==> config.mk <==
export PLATFORM = sky130hd
export DESIGN_NAME = sprite_line_fetcher
export DESIGN_NICKNAME = d
export VERILOG_FILES = /design/src/rtl/sprite_line_fetcher.sv
export SDC_FILE = /design/constraint.sdc
export NUM_CORES = 1
export LEC_CHECK = 0
export CORE_MARGIN = 3
export CORE_UTILIZATION = 50
export DETAILED_ROUTE_END_ITERATION = 16
export GPL_TIMING_DRIVEN = 0
export PLACE_DENSITY = 0.78
export SLEW_MARGIN = 0
export SYNTH_ARGS = -nofsm -noshare
export SYNTH_HDL_FRONTEND = slang
export SYNTH_SLANG_ARGS = --single-unit
==> constraint.sdc <==
create_clock -name clock -period 4.99 [get_ports clock]
set_input_delay 0.998 -clock clock [delete_from_list [all_inputs] [get_ports clock]]
set_output_delay 0.998 -clock clock [all_outputs]
set_load 0.005 [all_outputs]
==> src/rtl/sprite_line_fetcher.sv <==
// Purpose: per-line sprite row fetch from sprite ROM into a line buffer, replayed at sprite_x as RGB+hit.
// Latency: fetch takes SPR_W+ROM_LAT+1 clocks after line_start; display path is 1 clock from hcount/video_on.
// Backpressure: none; line_start always wins (aborts/restarts), video_on during fetch is flagged as overrun.
module sprite_line_fetcher #(
  parameter int          SPR_W   = 32,
  parameter int          SPR_H   = 48,
  parameter int          COORD_W = 10,
  parameter int          ROM_LAT = 1,
  parameter logic [23:0] KEY_RGB = 24'h00FF00
) (
  input  logic               clock,
  input  logic               resetn,
  input  logic               line_start,
  input  logic [COORD_W-1:0] next_line,
  input  logic [2:0]         sprite_sel,
  input  logic [COORD_W-1:0] sprite_x,
  input  logic [COORD_W-1:0] sprite_y,
  input  logic [COORD_W-1:0] hcount,
  input  logic               video_on,
  output logic [2:0]         rom_sprite_index,
  output logic [63:0]        rom_sprite_row,
  output logic [63:0]        rom_pixel_index,
  input  logic [23:0]        rom_data,
  output logic               fetch_busy,
  output logic               fetch_overrun,
  output logic [23:0]        pix_rgb,
  output logic               pix_hit
);

  localparam int IDX_W = (SPR_W > 1) ? $clog2(SPR_W) : 1;
  localparam int LAT_W = (ROM_LAT > 1) ? $clog2(ROM_LAT) : 1;

  localparam logic [COORD_W-1:0] SPR_W_C  = COORD_W'(SPR_W);
  localparam logic [COORD_W-1:0] SPR_H_C  = COORD_W'(SPR_H);
  localparam logic [IDX_W-1:0]   COL_LAST = IDX_W'(SPR_W - 1);
  localparam logic [LAT_W-1:0]   LAT_LAST = LAT_W'(ROM_LAT - 1);

  localparam logic [1:0] IDLE  = 2'd0;
  localparam logic [1:0] EVAL  = 2'd1;
  localparam logic [1:0] FETCH = 2'd2;
  localparam logic [1:0] DRAIN = 2'd3;

  logic [1:0]         state;
  logic [2:0]         sel_q;
  logic [COORD_W-1:0] x_q;
  logic [COORD_W-1:0] y_q;
  logic [COORD_W-1:0] line_q;
  logic [COORD_W-1:0] row_q;
  logic [IDX_W-1:0]   col;
  logic [LAT_W-1:0]   drain_cnt;
  logic               line_valid;

  // Column tags travel alongside the ROM pipeline so each return lands in its own slot.
  logic               tag_vld [ROM_LAT];
  logic [IDX_W-1:0]   tag_col [ROM_LAT];

  logic [23:0]        line_buf [SPR_W];

  logic [COORD_W-1:0] d;
  logic [23:0]        buf_px;
  logic               in_range;
  logic               hit;
  logic               in_fetch;

  assign fetch_busy = (state != IDLE);
  assign in_fetch   = (state == FETCH) || (state == DRAIN);

  // Sequencer: line_start latches the sprite context from any state; EVAL decides fetch or skip.
  always_ff @(posedge clock or negedge resetn) begin
    if (!resetn) begin
      state      <= IDLE;
      sel_q      <= '0;
      x_q        <= '0;
      y_q        <= '0;
      line_q     <= '0;
      row_q      <= '0;
      col        <= '0;
      drain_cnt  <= '0;
      line_valid <= 1'b0;
    end else if (line_start) begin
      sel_q      <= sprite_sel;
      x_q        <= sprite_x;
      y_q        <= sprite_y;
      line_q     <= next_line;
      row_q      <= next_line - sprite_y;
      col        <= '0;
      drain_cnt  <= '0;
      line_valid <= 1'b0;
      state      <= EVAL;
    end else begin
      case (state)
        EVAL: begin
          if ((line_q >= y_q) && (row_q < SPR_H_C)) begin
            col   <= '0;
            state <= FETCH;
          end else begin
            line_valid <= 1'b0;
            state      <= IDLE;
          end
        end
        FETCH: begin
          if (col == COL_LAST) begin
            drain_cnt <= '0;
            state     <= DRAIN;
          end else begin
            col <= col + 1'b1;
          end
        end
        DRAIN: begin
          if (drain_cnt == LAT_LAST) begin
            line_valid <= 1'b1;
            state      <= IDLE;
          end else begin
            drain_cnt <= drain_cnt + 1'b1;
          end
        end
        default: state <= IDLE;
      endcase
    end
  end

  // ROM address is only driven while fetching so the ROM bus idles at zero.
  always_comb begin
    rom_sprite_index = '0;
    rom_sprite_row   = '0;
    rom_pixel_index  = '0;
    if (state == FETCH) begin
      rom_sprite_index = sel_q;
      rom_sprite_row   = 64'(row_q);
      rom_pixel_index  = 64'(col);
    end
  end

  // Tag shift register; an aborting line_start drops any returns still in flight.
  always_ff @(posedge clock or negedge resetn) begin
    if (!resetn) begin
      for (int i = 0; i < ROM_LAT; i++) begin
        tag_vld[i] <= 1'b0;
        tag_col[i] <= '0;
      end
    end else if (line_start) begin
      for (int i = 0; i < ROM_LAT; i++) begin
        tag_vld[i] <= 1'b0;
      end
    end else begin
      tag_vld[0] <= (state == FETCH);
      tag_col[0] <= col;
      for (int i = 1; i < ROM_LAT; i++) begin
        tag_vld[i] <= tag_vld[i-1];
        tag_col[i] <= tag_col[i-1];
      end
    end
  end

  // Line buffer write; contents are meaningless until line_valid so no reset is needed.
  always_ff @(posedge clock) begin
    if (tag_vld[ROM_LAT-1] && !line_start) begin
      line_buf[tag_col[ROM_LAT-1]] <= rom_data;
    end
  end

  // Sticky overrun: display touched the buffer mid-fetch, or a new line arrived before the old one finished.
  always_ff @(posedge clock or negedge resetn) begin
    if (!resetn) begin
      fetch_overrun <= 1'b0;
    end else if ((video_on && fetch_busy) || (line_start && in_fetch)) begin
      fetch_overrun <= 1'b1;
    end
  end

  // Hit test against the latched sprite position; hcount left of sprite_x wraps d but is rejected by the >= term.
  always_comb begin
    d        = hcount - x_q;
    in_range = (hcount >= x_q) && (d < SPR_W_C);
    buf_px   = line_buf[d[IDX_W-1:0]];
    hit      = video_on && line_valid && !fetch_busy && in_range && (buf_px != KEY_RGB);
  end

  // Registered pixel output, colour forced to zero on a miss.
  always_ff @(posedge clock or negedge resetn) begin
    if (!resetn) begin
      pix_hit <= 1'b0;
      pix_rgb <= '0;
    end else begin
      pix_hit <= hit;
      pix_rgb <= hit ? buf_px : 24'h0;
    end
  end

endmodule

==> results.py <==
metrics = {
    "worst_setup_path": {
        "r2r_start": "x_q[2]",
        "path_cells": "clkdlybuf4s50_1 -> ha_1 -> buf_2 -> and3b_1 -> o21ai_1 -> and2_1 -> buf_6 -> buf_4 -> buf_2 -> buf_2 -> clkbuf_1 -> a211oi_1 -> o211ai_1 -> nor2_1",
        "worst-r2r-setup-slack_ps": 470,
        "cpMaxStageDelayCell": "clkbuf_1",
        "critPathLaunchType": "input pin",
        "path_class": "in2reg",
        "max_stage_delay_ps": 590,
        "critPathCaptureType": "flip-flop",
        "arrival_ps": 5480,
        "cp_max_fo": 10,
        "r2r-end": "pix_rgb[11]",
        "r2r_cells": 14,
        "critical_path.endpoint": "pix_rgb[11]",
        "required_ps": 5510,
        "cp_common_cell": "buf_2",
        "cp-startpoint": "hcount[2]",
    },
    "yosys": {
        "yosys_warnings": 0,
        "ys_async_sr_fraction_pct": 9.753,
        "synth_edf_count": 768,
        "synthCells": 1906,
        "yosys_register_bits": 851,
        "synth_largest_area_cell": "edfxtp_1",
        "yosysUniqueCellTypes": 64,
        "synth_flop_cell": "edfxtp_1",
        "avgSynthCellArea_um2": 18.48,
        "synthTopCellsByArea": "edfxtp_1 (65%), mux4_2 (13%), dfrtp_1 (5.9%)",
        "netlist_area_mm2": 0.03522,
        "yosysSeqAreaShare_pct": 71.37,
        "synth_top_area_share_pct": 65.48,
    },
    "global_routing": {
        "grt_pass1_vias": 19886,
        "grt_max_degree": 64,
        "grt_usage_pct": 25.69,
        "antenna_found_initial": 6,
        "grt_pass1_wl_um": 136200,
        "gr-total-overflow": 0,
    },
    "sta": {
        "whs_ps": 264.5,
        "tightest_slew_ps": 1297,
        "fin_ws_ps": 31.32,
        "clock_skew_ps": 24.36,
        "maxSlewHeadroom_pct": 13.28,
        "fin_tns_setup_ps": 0,
        "finalMaxSlewViolations": 0,
        "hold_viol": 0,
        "period_minus_slack_ps": 4959,
        "finalCritPeriodShare_pct": 99.37,
        "max_freq_mhz": 201.7,
        "setup_viol": 0,
    },
    "drt": {
        "drc_errors": 0,
        "via_count": 19875,
        "firstDrtPassIters": 6,
        "ant_nets": 0,
        "wl_um": 94880,
        "vias_per_cell": 6.100,
        "routedWlPerCell_um": 29.12,
        "drtIter0Drc": 2668,
    },
    "finish": {
        "fillers": 4816,
        "fin_area_mm2": 0.04192,
        "drive_gt1_share_pct": 26.92,
        "syn_to_final_growth_pct": 19.00,
        "final_cell_mix": "edfxtp_1 (768), mux4_2 (201), buf_4 (136), nand2_1 (119)",
        "layout_commonest_cell": "edfxtp_1",
        "layout.nets": 2360,
    },
    "power_and_ir_drop": {
        "p_total_mw": 16.95,
        "leakage_nw": 14.65,
        "p_per_area_mw_per_mm2": 404.4,
        "vdd_drop_max_v": 0.0002631,
    },
    "die": {
        "coreArea_mm2": 0.06919,
        "die_x_um": 271.4,
        "ios": 229,
        "rows": 96,
        "die_h_um": 271.4,
        "dieArea_mm2": 0.07367,
        "start_util_pct": 50.91,
    },
    "hold_path": {
        "hold_path_class": "in2async",
    },
    "clock_network": {
        "numCtsBuffers": 86,
        "cts_buffer_depth": 3,
        "cts_tree": "built",
        "cts-root-buf": "clkbuf_16",
        "hold_buffers": 0,
        "insertion_delay_ps": 660,
        "clk_pin_slew_worst_paths_ps": 60,
        "clock-sinks": 851,
        "htree_levels": 3,
    },
    "placed_design": {
        "dp_slack_ps": -1477,
        "portBuffers": 114,
        "place_area_mm2": 0.03894,
        "gp_congestion": 0.8746,
        "place.detailed.hpwl_um": 61680,
    },
    "flow_run": {
        "drv_cap": 0,
    },
    "run_status": {
        "status": "complete, no violations",
    },
}
==> critical path, delay by kind of cell <==
| kind | cells | cell delay (ps) |
|---|---|---|
| and+or+nand+nor | 3 | 530 |
| AOI/OAI and AO/OA | 3 | 940 |
| buffers and inverters | 7 | 2660 |
| adders and majority gates | 1 | 300 |
==> synthesized netlist by cell type (4+ instances only) <==
master	instances
edfxtp_1	768
mux4_2	201
buf_4	127
nand2_1	119
dfrtp_1	83
mux2i_1	72
nor2_1	67
a21oi_1	45
o21ai_0	43
inv_1	42
ha_1	35
buf_2	31
clkbuf_1	29
mux2_2	29
and2_1	27
nand3_1	20
nand2b_1	14
a21o_1	10
a31oi_1	10
and3_1	10
buf_6	9
or3_1	9
a211oi_1	8
nor3_1	7
a221oi_1	6
o211ai_1	6
xnor2_1	6
nand3b_1	5
nor2b_1	5
a21boi_0	4
buf_1	4
nand4_1	4
nor3b_2	4
==> cell families (layout without fill, tap and decap cells) <==
group | Yosys count | after routing | synth area share, %
adder cells (fa/ha/maj) | 37 | 37 | 1.357
AND/OR/NAND/NOR | 309 | 309 | 4.238
XOR/XNOR | 9 | 9 | 0.2451
other | 1 | 118 | 0.01065
buffers and inverters | 242 | 546 | 4.234
multiplexers | 302 | 302 | 15.83
AO/OA/AOI/OAI | 155 | 155 | 2.718
flip-flops | 851 | 851 | 71.37
==> per-stage QoR <==
stage	std cells	utilization, %
6_report	3258	60.58
5_1_grt	3254	60.57
4_1_cts	3254	60.46
3_5_place_dp	3096	56.28
3_3_place_gp	3063	54.85
2_1_floorplan	2018	-
==> per-layer routing <==
metal	vias up	global-route usage, %	routed length (um)
li1	7985	-	-
met1	10035	33.85	33420
met2	1552	40.84	45200
met3	303	6.187	11660
met4	0	11.90	4592
met5	-	0	0
==> final cells by class <==
class	count	area (um2)	share of cell area (%)
sequential	851	25140	59.97
multi-input combinational	925	9340	22.28
clock buffer	104	2240	5.343
timing repair buffer	147	1889	4.507
buffer	199	1378	3.286
tap	931	1165	2.779
clock inverter	54	595.6	1.421
inverter	42	157.7	0.3761
antenna	5	12.51	0.02985
==> power breakdown <==
part,internal (mW),switching [mW],total [mW]
combinational,1.08,1.53,2.62
sequential,7.81,0.0204,7.83
clock,3.75,2.75,6.50
==> registers in the layout, indices dropped and copies added, names as in the netlist <==
| register | flops |
|---|---|
| col | 5 |
| pix_hit | 1 |
| state | 2 |
| fetch_overrun | 1 |
| tag_col | 5 |
| pix_rgb | 24 |
| line_valid | 1 |
| line_q | 10 |
| x_q | 10 |
| row_q | 10 |
| sel_q | 3 |
| tag_vld | 1 |
| line_buf | 768 |
| y_q | 10 |
==> repair_timing <==
action	CTS	global route
resized for setup	22	19
setup buffers	0	0
setup endpoints to repair	15	15
pin swaps	0	0
==> worst min-delay path by stage <==
stage	start	endpoint	slack (ps)	depth (start not counted)
final	resetn	pix_rgb[20]	260	1
after CTS	resetn	pix_rgb[20]	250	1
after global placement	row_q[3]	row_q[3]	460	2
after detailed placement	row_q[3]	row_q[3]	470	2
after floorplan	row_q[3]	row_q[3]	440	2
after global routing	resetn	pix_rgb[20]	270	1
Note: power is estimated with default switching activity, not from simulation.
